--- src/rtl/ysyx_23060020_ifu.sv ---
// Instruction fetch unit: one outstanding valid/ready read to instruction memory,
// holds the fetched word for the core, and reports misalignment, bus-error and timeout faults.
module ysyx_23060020_ifu #(
  parameter int TIMEOUT = 64,
  parameter int CNT_W   = 32
) (
  input  logic             clk,
  input  logic             rst,
  input  logic             fetch_en,
  input  logic [31:0]      pc,
  input  logic             flush,
  output logic             imem_req_valid,
  input  logic             imem_req_ready,
  output logic [31:0]      imem_req_addr,
  input  logic             imem_rsp_valid,
  output logic             imem_rsp_ready,
  input  logic [31:0]      imem_rsp_data,
  input  logic             imem_rsp_err,
  output logic [31:0]      inst,
  output logic [31:0]      inst_pc,
  output logic             inst_valid,
  input  logic             inst_ready,
  output logic             fault,
  output logic [1:0]       fault_cause,
  output logic [CNT_W-1:0] fetch_cnt
);

  typedef enum logic [2:0] {IDLE, REQ, WAIT, DONE, FAULT, DRAIN} state_t;

  localparam bit          TMO_EN   = (TIMEOUT != 0);
  localparam logic [31:0] TMO_LAST = 32'(TIMEOUT - 1);

  localparam logic [1:0] CAUSE_NONE = 2'b00;
  localparam logic [1:0] CAUSE_MIS  = 2'b01;
  localparam logic [1:0] CAUSE_BUS  = 2'b10;
  localparam logic [1:0] CAUSE_TMO  = 2'b11;

  state_t      state;
  logic [31:0] addr_q;
  logic [31:0] timer;

  // Handshake outputs are pure state decodes, so no input reaches an output combinationally.
  assign imem_req_valid = (state == REQ);
  assign imem_rsp_ready = (state == WAIT) || (state == DRAIN);
  assign inst_valid     = (state == DONE);
  assign fault          = (state == FAULT);
  assign imem_req_addr  = addr_q;

  // NOTE: all state updates use non-blocking assignments so every register sees pre-edge values.
  always_ff @(posedge clk) begin
    // NOTE: reset is synchronous and active-low; it is evaluated only at the clock edge.
    if (!rst) begin
      state       <= IDLE;
      addr_q      <= '0;
      timer       <= '0;
      inst        <= '0;
      inst_pc     <= '0;
      fault_cause <= CAUSE_NONE;
      fetch_cnt   <= '0;
    end else begin
      case (state)
        IDLE: begin
          if (!flush && fetch_en) begin
            addr_q <= pc;
            if (pc[1:0] != 2'b00) begin
              state       <= FAULT;
              fault_cause <= CAUSE_MIS;
              inst_pc     <= pc;
            end else begin
              state <= REQ;
            end
          end
        end

        REQ: begin
          if (flush) begin
            // An accepted request still owes a response, which must be swallowed.
            state <= imem_req_ready ? DRAIN : IDLE;
            timer <= '0;
          end else if (imem_req_ready) begin
            state <= WAIT;
            timer <= '0;
          end
        end

        WAIT: begin
          if (flush) begin
            state <= imem_rsp_valid ? IDLE : DRAIN;
            timer <= '0;
          end else if (imem_rsp_valid) begin
            inst_pc <= addr_q;
            if (imem_rsp_err) begin
              state       <= FAULT;
              fault_cause <= CAUSE_BUS;
            end else begin
              state <= DONE;
              inst  <= imem_rsp_data;
            end
          end else if (TMO_EN && timer == TMO_LAST) begin
            state       <= FAULT;
            fault_cause <= CAUSE_TMO;
            inst_pc     <= addr_q;
          end else begin
            timer <= timer + 1'b1;
          end
        end

        DONE: begin
          if (flush) begin
            state <= IDLE;
          end else if (inst_ready) begin
            state     <= IDLE;
            fetch_cnt <= fetch_cnt + 1'b1;
          end
        end

        FAULT: begin
          if (flush) begin
            state       <= IDLE;
            fault_cause <= CAUSE_NONE;
          end
        end

        DRAIN: begin
          // Flushes are ignored here; a lost response must not wedge the unit.
          if (imem_rsp_valid) begin
            state <= IDLE;
          end else if (TMO_EN && timer == TMO_LAST) begin
            state <= IDLE;
          end else begin
            timer <= timer + 1'b1;
          end
        end

        default: state <= IDLE;
      endcase
    end
  end

endmodule

--- config.mk ---
export PLATFORM = sky130hd
export DESIGN_NAME = ysyx_23060020_ifu
export DESIGN_NICKNAME = d
export VERILOG_FILES = /design/src/rtl/ysyx_23060020_ifu.sv
export SDC_FILE = /design/constraint.sdc
export NUM_CORES = 1
export LEC_CHECK = 0
export CORE_MARGIN = 5
export CORE_UTILIZATION = 40
export CTS_CLUSTER_SIZE = 40
export DETAILED_ROUTE_END_ITERATION = 6
export PLACE_DENSITY = 0.78
export SETUP_SLACK_MARGIN = 0.05
export SLEW_MARGIN = 30
export SYNTH_ARGS = -nofsm -noshare
export SYNTH_HDL_FRONTEND = slang
export SYNTH_SLANG_ARGS = --single-unit
--- constraint.sdc ---
create_clock -name clk -period 2.45 [get_ports clk]
set_input_delay 0.3675 -clock clk [delete_from_list [all_inputs] [get_ports clk]]
set_output_delay 0.3675 -clock clk [all_outputs]
set_load 0.005 [all_outputs]
==> Flow_metrics.wiki, run 1 <==
{| class="wikitable"
! Metric !! Value
|-
| Total number of nets in the final design || 1,159
|-
| Max Fanout on Critical Path || 12
|-
| Maximum level of the CTS H-tree || 4
|-
| Wire length of the first global-routing pass || 35.4 mm
|-
| Warnings, synthesis || 0
|-
| Initial core utilization || 0.407
|-
| Number of setup buffers added after CTS || 0
|-
| Outcome || complete, no violations
|-
| Weighted congestion reported at the end of routability-driven placement || 0.841
|-
| Clock tree from TritonCTS || done
|-
| Sequential fraction of the synthesis area || 0.452
|-
| Worst r2r path cells || 5
|-
| VDD IR max || 0.000717 V
|-
| Number of iterations in the first detailed-routing pass || 6
|-
| Syn-to-layout area delta || 42.9%
|-
| Most frequent standard cell in the layout excluding fill and tap cells || sky130_fd_sc_hd__clkdlybuf4s50_1
|-
| Register-to-register setup slack || 330 ps
|-
| Worst R2R End || timer[31]$_SDFFE_PN0P_
|-
| Number of global-route vias before repair || 7,086
|-
| Relative max-transition margin || 0.623
|-
| Critical Path Sink || imem_rsp_ready
|-
| Total global routing track utilization || 0.197
|-
| Share of power burned in registers || 0.372
|-
| CP startpoint || state[2]$_SDFFE_PN0P_
|-
| Sw Ratio || 0.308
|-
| Fraction of synthesis flops using an asynchronous set or reset pin || 0
|-
| Share of power burned in the clock network || 0.354
|-
| DR DRC count || 0
|-
| Syn Inst Count || 882
|-
| Maximum capacitance violations || 0
|-
| Std-Cell Core Area || 18,000 µm²
|-
| Worst min-delay path class || reg2reg
|-
| Required time at the worst-slack endpoint || 2080 ps
|-
| Number of buffers created by CTS || 17
|-
| Routed via count divided by cell count || 5.37
|-
| Via count || 7,132
|-
| Final setup skew || 12.0 ps
|-
| I/O pin count || 206
|-
| Tightest Pin Transition || 561 ps
|-
| Largest net degree at the start of global routing || 45
|-
| Per-instance average area after synthesis || 8.29 µm²
|-
| Post-detailed-route wirelength per cell || 16.1 µm
|-
| Cell-internal power || 0.00582 W
|-
| Buffers on Ports || 205
|-
| NetSw || 0.00259 W
|-
| Minimum period implied by the final worst setup slack || 2310 ps
|-
| Number of buffers inserted for hold repair after clock tree synthesis || 0
|-
| Most used flip-flop cell after synthesis || sky130_fd_sc_hd__dfxtp_1
|-
| Chip width || 145 µm
|-
| Share of layout cells above drive strength 1 || 0.0811
|-
| Number of antenna violations at the first check in global routing || 1
|-
| Root cell of the clock tree || sky130_fd_sc_hd__clkbuf_16
|-
| Final Slew Violations || 0
|-
| Routed Wire Length || 21.4 mm
|-
| Vert. Die Dim || 145 µm
|-
| Total standard cell area after synthesis || 7310 µm²
|-
| Unrepaired setup endpoints after global routing || yes
|-
| Deepest clock path buffer count || 2
|-
| Combinational power share || 0.274
|-
| Minimum setup slack in the final design || 136 ps
|-
| Estimated wirelength of the detail-placed design || 15.2 mm
|-
| Reg-to-reg critical path startpoint || timer[2]$_SDFFE_PN0P_
|-
| Number of nets with antenna violations after routing || 0
|-
| CTS clk-pin slew, worst paths || 70 ps
|-
| 1st-iter DRT viols || 452
|-
| Placement Setup Slack || -21.2 ps
|-
| Final hold violation count || 0
|-
| Final worst path period share || 0.944
|-
| Path type of the worst setup path || reg2out
|-
| Power density over cell area || 805 nW/µm²
|-
| Most frequent cells in the layout || sky130_fd_sc_hd__clkdlybuf4s50_1, sky130_fd_sc_hd__dfxtp_1, sky130_fd_sc_hd__nand2_1, sky130_fd_sc_hd__a21oi_1, sky130_fd_sc_hd__nor2_1
|-
| Final Total Pwr || 0.00841 W
|-
| Nature of the critical path endpoint || output pin
|-
| Overall overflow remaining after global route || 0
|-
| Critical path launch point type || register
|-
| Clock latency of the later-clocked register in the worst-skew pair || 420 ps
|-
| Number of enable flip-flop cells after synthesis || 0
|-
| Die Area || 21,100 µm²
|-
| Clock tree sinks || 165
|-
| Net count after synthesis || 956
|-
| Final setup fails || 0
|-
| Unique masters post-synth || 57
|-
| Max Clock Freq || 0.432 GHz
|-
| Static Leak || 3.46 nW
|-
| Flip-flop and latch count after synthesis || 165
|-
| Cell row count || 49
|-
| Arrival time worst endpoint || 1950 ps
|}
==> area by class of cell <==
type | instances | area [µm²]
fillers | 1571 | 7510
multi-input cells | 637 | 3700
flip-flops and latches | 165 | 3310
repair buffers | 245 | 2410
clock buffers | 17 | 425
well taps | 229 | 287
clock inverters | 15 | 233
inverters | 19 | 73.8
diodes | 1 | 2.50
==> power groups by stage <==
stage                     combinational [W]  sequential, W  clock, W
after floorplan                     0.00130        0.00312         0
after global placement              0.00227        0.00317         0
after detailed placement            0.00229        0.00318         0
after CTS                           0.00231        0.00312   0.00304
after global routing                0.00251        0.00316   0.00315
final                               0.00230        0.00313   0.00298
==> flip-flops by register name, summed over array words and instances, names as in the netlist <==
signal,count
fault_cause,2
fetch_cnt,32
imem_req_addr,32
inst,32
inst_pc,32
state,3
timer,32
==> metrics by stage <==
| step | util | hold WS, ps | instance area [µm²] | cells | TNS, ps |
|---|---|---|---|---|---|
| floorplan | - | 453 | 7310 | 882 | 0 |
| finish | 0.582 | 453 | 10400 | 1328 | 0 |
| detailed placement | 0.544 | 445 | 9780 | 1295 | -21.2 |
| CTS | 0.581 | 455 | 10400 | 1327 | 0 |
| global placement | 0.544 | 440 | 9780 | 1295 | 0 |
| global route | 0.582 | 470 | 10400 | 1328 | 0 |
==> cell usage after synthesis (all sizes together) (7+ instances only) <==
cell / n / area [µm²]
dfxtp: 165 / 3300
nand2: 160 / 601
a21oi: 127 / 639
nor2: 46 / 173
clkbuf: 45 / 169
mux2i: 33 / 330
a211oi: 32 / 240
o21ai: 28 / 140
or3: 26 / 168
nand3: 23 / 115
xnor2: 23 / 201
nand4: 22 / 165
inv: 19 / 71.3
nor4: 19 / 119
buf: 16 / 97.6
nor3: 14 / 70.1
xor2: 10 / 87.6
or4: 9 / 71.3
and2: 7 / 43.8
and4: 7 / 61.3
==> what timing repair did <==
action | in CTS | in global routing
gates cloned | 0 | 0
resized for setup | 1 | 3
setup endpoints to repair | 2 | 3
==> cell families after synthesis <==
family | after synthesis | synth area share
compound gates | 212 | 0.170
xor+xnor | 33 | 0.0395
fa+ha+maj | 2 | 0.00342
buf+inv | 80 | 0.0462
flops | 165 | 0.452
mux | 34 | 0.0467
simple gates | 356 | 0.243
==> worst max-delay path, cell delays in order, from the launching register on <==
cell	delay, ps
sky130_fd_sc_hd__dfxtp_2	390
sky130_fd_sc_hd__buf_4	200
sky130_fd_sc_hd__nor2_2	150
sky130_fd_sc_hd__nand2_1	130
sky130_fd_sc_hd__nand2_1	130
sky130_fd_sc_hd__clkdlybuf4s50_1	530
==> how the worst min path moves through the flow <==
stage / startpoint / to / slack [ps] / cells after the start
2_1_floorplan: inst[0]$_SDFFE_PN0P_ / inst[0]$_SDFFE_PN0P_ / 450 / 2
3_3_place_gp: inst[14]$_SDFFE_PN0P_ / inst[14]$_SDFFE_PN0P_ / 440 / 2
3_5_place_dp: inst[23]$_SDFFE_PN0P_ / inst[23]$_SDFFE_PN0P_ / 450 / 2
4_1_cts: inst[23]$_SDFFE_PN0P_ / inst[23]$_SDFFE_PN0P_ / 450 / 2
5_1_grt: inst[23]$_SDFFE_PN0P_ / inst[23]$_SDFFE_PN0P_ / 470 / 2
6_report: inst[10]$_SDFFE_PN0P_ / inst[10]$_SDFFE_PN0P_ / 450 / 2
==> layer usage <==
| layer | GRT usage | part of all wire | up-vias | wire length, µm |
|---|---|---|---|---|
| li1 | - | - | 3534 | - |
| met1 | 0.232 | 0.42 | 3365 | 8880 |
| met2 | 0.331 | 0.49 | 211 | 10400 |
| met3 | 0.0776 | 0.082 | 22 | 1760 |
| met4 | 0.0602 | 0.017 | 0 | 355 |
| met5 | 0 | 0 | - | 0 |
No activity file was read; power rests on OpenSTA's default activity.
==> inputs of run 2 (changes only) <==
--- a/config.mk
+++ b/config.mk
@@ -5,11 +5,13 @@
 export SDC_FILE = /design/constraint.sdc
 export NUM_CORES = 1
 export LEC_CHECK = 0
+export ABC_AREA = 1
 export CORE_MARGIN = 5
 export CORE_UTILIZATION = 40
+export CTS_BUF_LIST = sky130_fd_sc_hd__clkbuf_4
 export CTS_CLUSTER_SIZE = 40
 export DETAILED_ROUTE_END_ITERATION = 6
-export PLACE_DENSITY = 0.78
+export PLACE_DENSITY = 0.76
 export SETUP_SLACK_MARGIN = 0.05
 export SLEW_MARGIN = 30
 export SYNTH_ARGS = -nofsm -noshare
==> run 2 against run 1 <==
Compared with the run above:
- flip-flop and latch count did not move
- routed wire length rose by 15%
- combinational power rose by 38%
- sequential power rose by 5%
- critical path depth fell by 2
- die area rose by 11%
- worst setup slack improved by 7.0 ps
- fmax rose by 0.30%
- utilization fell by 4.9 points
- sequential share of layout area fell by 0.94 points
- power fell by 3.5%
- worst hold slack got worse by 97 ps
- critical endpoint is now inst_valid
- largest power group unchanged
==> Flow_metrics.wiki, run 2 <==
{| class="wikitable"
! Metric !! Value
|-
| Critical path launch point type || register
|-
| Relative max-transition margin || 0.619 (-0.00447)
|-
| Routed via count divided by cell count || 5.03 (-6.4%)
|-
| Vert. Die Dim || 153 µm (+5.5%)
|-
| Largest net degree at the start of global routing || 55 (+22%)
|-
| Weighted congestion reported at the end of routability-driven placement || 0.913 (+8.6%)
|-
| Via count || 8,649 (+21%)
|-
| Final hold violation count || 0 (unchanged)
|-
| Final setup skew || 26.2 ps (+14.2 ps)
|-
| Cell row count || 52 (+6.1%)
|-
| Arrival time worst endpoint || 1940 ps (about the same)
|-
| Post-layout util || 0.532 (-0.0495)
|-
| Overall overflow remaining after global route || 0 (unchanged)
|-
| Total number of nets in the final design || 1,510 (+30%)
|-
| Number of iterations in the first detailed-routing pass || 5 (-1)
|-
| Total standard cell area after synthesis || 8210 µm² (+12%)
|-
| Final Slew Violations || 0 (unchanged)
|-
| Most frequent standard cell in the layout excluding fill and tap cells || sky130_fd_sc_hd__nand2_1
|-
| Number of antenna violations at the first check in global routing || 1 (unchanged)
|-
| Final total negative setup slack || 0 ps (unchanged)
|-
| Share of layout cells above drive strength 1 || 0.0614 (-0.0196)
|-
| Share of power burned in registers || 0.405 (+0.033)
|-
| Final worst path period share || 0.942 (-0.00286)
|-
| Maximum level of the CTS H-tree || 4 (unchanged)
|-
| Ranking of synthesized cells by area || sky130_fd_sc_hd__dfxtp_1, sky130_fd_sc_hd__nand2_1, sky130_fd_sc_hd__nor2_1
|-
| Max Clock Freq || 0.433 GHz (+0.30%)
|-
| Net count after synthesis || 1,322 (+38%)
|-
| Final setup fails || 0 (unchanged)
|-
| Tightest Pin Transition || 571 ps (+10.7 ps)
|-
| Number of enable flip-flop cells after synthesis || 0 (unchanged)
|-
| Initial core utilization || 0.406 (-0.00146)
|-
| Number of buffers inserted for hold repair after clock tree synthesis || 0 (unchanged)
|-
| DR WL met3 || 2.36 mm (+34%)
|-
| Chip width || 153 µm (+5.5%)
|-
| Maximum capacitance violations || 0 (unchanged)
|-
| Warnings, synthesis || 0 (unchanged)
|-
| Syn Inst Count || 1,248 (+41%)
|-
| Unrepaired setup endpoints after global routing || yes
|-
| Most used flip-flop cell after synthesis || sky130_fd_sc_hd__dfxtp_1
|-
| Sw Ratio || 0.395 (+0.0864)
|-
| Path type of the worst setup path || reg2out
|-
| Required time at the worst-slack endpoint || 2080 ps (about the same)
|-
| Die Area || 23,500 µm² (+11%)
|-
| Worst min-delay path class || in2reg
|-
| 1st-iter DRT viols || 613 (+36%)
|-
| Number of nets with antenna violations after routing || 0 (unchanged)
|-
| Clock tree from TritonCTS || done
|-
| Std-Cell Core Area || 20,200 µm² (+13%)
|-
| Most common cell in the netlist || sky130_fd_sc_hd__nand2_1
|-
| Root cell of the clock tree || sky130_fd_sc_hd__clkbuf_4
|-
| Clock tree sinks || 165 (unchanged)
|-
| Wire length of the first global-routing pass || 40.2 mm (+14%)
|-
| Max Fanout on Critical Path || 5 (-7)
|-
| Unique masters post-synth || 33 (-42%)
|-
| Minimum period implied by the final worst setup slack || 2310 ps (-7.02 ps)
|-
| Total global routing track utilization || 0.204 (+0.00714)
|-
| Post-detailed-route wirelength per cell || 14.3 µm (-11%)
|-
| Cell-internal power || 0.00491 W (-16%)
|-
| Sequential fraction of the synthesis area || 0.403 (-0.0493)
|-
| Number of global-route vias before repair || 8,167 (+15%)
|-
| Highest metal layer with signal wires || met4
|-
| Fraction of synthesis flops using an asynchronous set or reset pin || 0 (unchanged)
|-
| Most frequent cells after synthesis || sky130_fd_sc_hd__nand2_1, sky130_fd_sc_hd__nor2_1, sky130_fd_sc_hd__dfxtp_1
|-
| Combinational power share || 0.391 (+0.117)
|-
| Syn-to-layout area delta || 31.2%
|-
| Number of buffers created by CTS || 17 (unchanged)
|-
| Post-synthesis cell type with the largest combined area || sky130_fd_sc_hd__dfxtp_1
|-
| NetSw || 0.00320 W (+24%)
|-
| CTS clk-pin slew, worst paths || 160 ps (+90 ps)
|-
| Fraction of synthesized cell area taken by the top area cell type || 0.403 (-0.0493)
|-
| Clock latency of the later-clocked register in the worst-skew pair || 570 ps (+150 ps)
|-
| Deepest clock path buffer count || 2 (unchanged)
|-
| Flip-flop and latch count after synthesis || 165 (unchanged)
|-
| Per-instance average area after synthesis || 6.57 µm² (-21%)
|-
| Share of power burned in the clock network || 0.204 (-0.150)
|-
| Detail Route met2 WL || 11.4 mm (+10%)
|-
| Routed Wire Length || 24.7 mm (+15%)
|-
| Power density over cell area || 754 nW/µm² (-6.4%)
|-
| I/O pin count || 206 (unchanged)
|-
| Most frequent cells in the layout || sky130_fd_sc_hd__nand2_1, sky130_fd_sc_hd__nor2_1, sky130_fd_sc_hd__clkdlybuf4s50_1, sky130_fd_sc_hd__dfxtp_1, sky130_fd_sc_hd__inv_1
|-
| Nature of the critical path endpoint || output pin
|-
| Estimated wirelength of the detail-placed design || 18.1 mm (+20%)
|-
| DR DRC count || 0 (unchanged)
|-
| Outcome || complete, no violations
|-
| Buffers on Ports || 205 (unchanged)
|-
| Static Leak || 4.12 nW (+19%)
|-
| Met1 wire length || 10.4 mm (+17%)
|-
| VDD IR max || 0.000691 V (-3.6%)
|}
[run 2: changes by cell type in the layout (fill, tap and decap cells not counted), moves of 32 or more]
cell                       before  now
sky130_fd_sc_hd__a211oi_1      32    0
sky130_fd_sc_hd__a21oi_1      126   84
sky130_fd_sc_hd__inv_1         18   99
sky130_fd_sc_hd__mux2i_1       33    0
sky130_fd_sc_hd__nand2_1      160  317
sky130_fd_sc_hd__nand4_1       19   58
sky130_fd_sc_hd__nor2_1        45  228
sky130_fd_sc_hd__o21ai_0       27   90
[run 2: stage by stage]
stage	cells	instance area, µm²	power, W	setup WS (ps)	hold slack, ps
floorplan	1248	8210	0.00526	790	453
global placement	1687	10500	0.00644	346	447
detailed placement	1687	10500	0.00647	306	452
CTS	1719	10800	0.00814	66.6	314
global route	1720	10800	0.00865	33.3	322
finish	1720	10800	0.00812	143	356
[run 2: worst paths after layout]
check,start,end,slack (ps),cells after the start
setup reg to reg,timer[0]$_SDFFE_PN0P_,inst_pc[27]$_SDFFE_PN0P_,310,10
hold reg to reg,inst_pc[24]$_SDFFE_PN0P_,inst_pc[24]$_SDFFE_PN0P_,470,2
hold / removal,rst,fetch_cnt[8]$_SDFFE_PN0P_,360,4
setup / recovery,state[1]$_SDFFE_PN0P_,inst_valid,140,3
[run 2: area by class of cell]
cell class              instances  area, µm²
fillers                      1950       9470
clock buffers                  18        135
multi-input cells             915       4190
inverters                     111        417
flip-flops and latches        165       3310
repair buffers                226       2220
diodes                          1       2.50
clock inverters                14        158
well taps                     270        338
[run 2: cell families after synthesis]
kind of cell	share of synthesized area
simple gates	0.373
compound gates	0.116
buf+inv	0.0869
flops	0.403
xor+xnor	0.0192
fa+ha+maj	0.00305
[run 2: power by group through the flow]
stage          registers [W]  clock network (W)  logic [W]
2_1_floorplan        0.00331                  0    0.00194
4_1_cts              0.00328            0.00170    0.00317
3_3_place_gp         0.00332                  0    0.00312
3_5_place_dp         0.00333                  0    0.00314
6_report             0.00329            0.00165    0.00318
5_1_grt              0.00333            0.00181    0.00350
[run 2: layer usage]
metal  GRT usage  vias to the layer above
li1            -                     4409
met1       0.253                     3884
met2       0.331                      317
met3      0.0766                       39
met4      0.0628                        0
met5           0                        -
[run 2: repair_timing]
action,4_1_cts,5_1_grt
gates resized for setup,2,3
cloned,0,0
pin swaps,0,0
endpoints found under the setup margin,3,3
buffers inserted,0,0
[run 2: worst max-delay path, cell delays in order, from the launching register on]
cell and delay, ps:
sky130_fd_sc_hd__dfxtp_1 470, sky130_fd_sc_hd__inv_2 120, sky130_fd_sc_hd__nor3_4 250, sky130_fd_sc_hd__clkdlybuf4s50_1 570
==> inputs of run 3 (changes only) <==
--- a/config.mk
+++ b/config.mk
@@ -11,6 +11,7 @@
 export CTS_BUF_LIST = sky130_fd_sc_hd__clkbuf_4
 export CTS_CLUSTER_SIZE = 40
 export DETAILED_ROUTE_END_ITERATION = 6
+export HOLD_SLACK_MARGIN = 0.02
 export PLACE_DENSITY = 0.76
 export SETUP_SLACK_MARGIN = 0.05
 export SLEW_MARGIN = 30
==> results of run 3 <==
Final layout, timing and power as in run 2 (identical DEF).
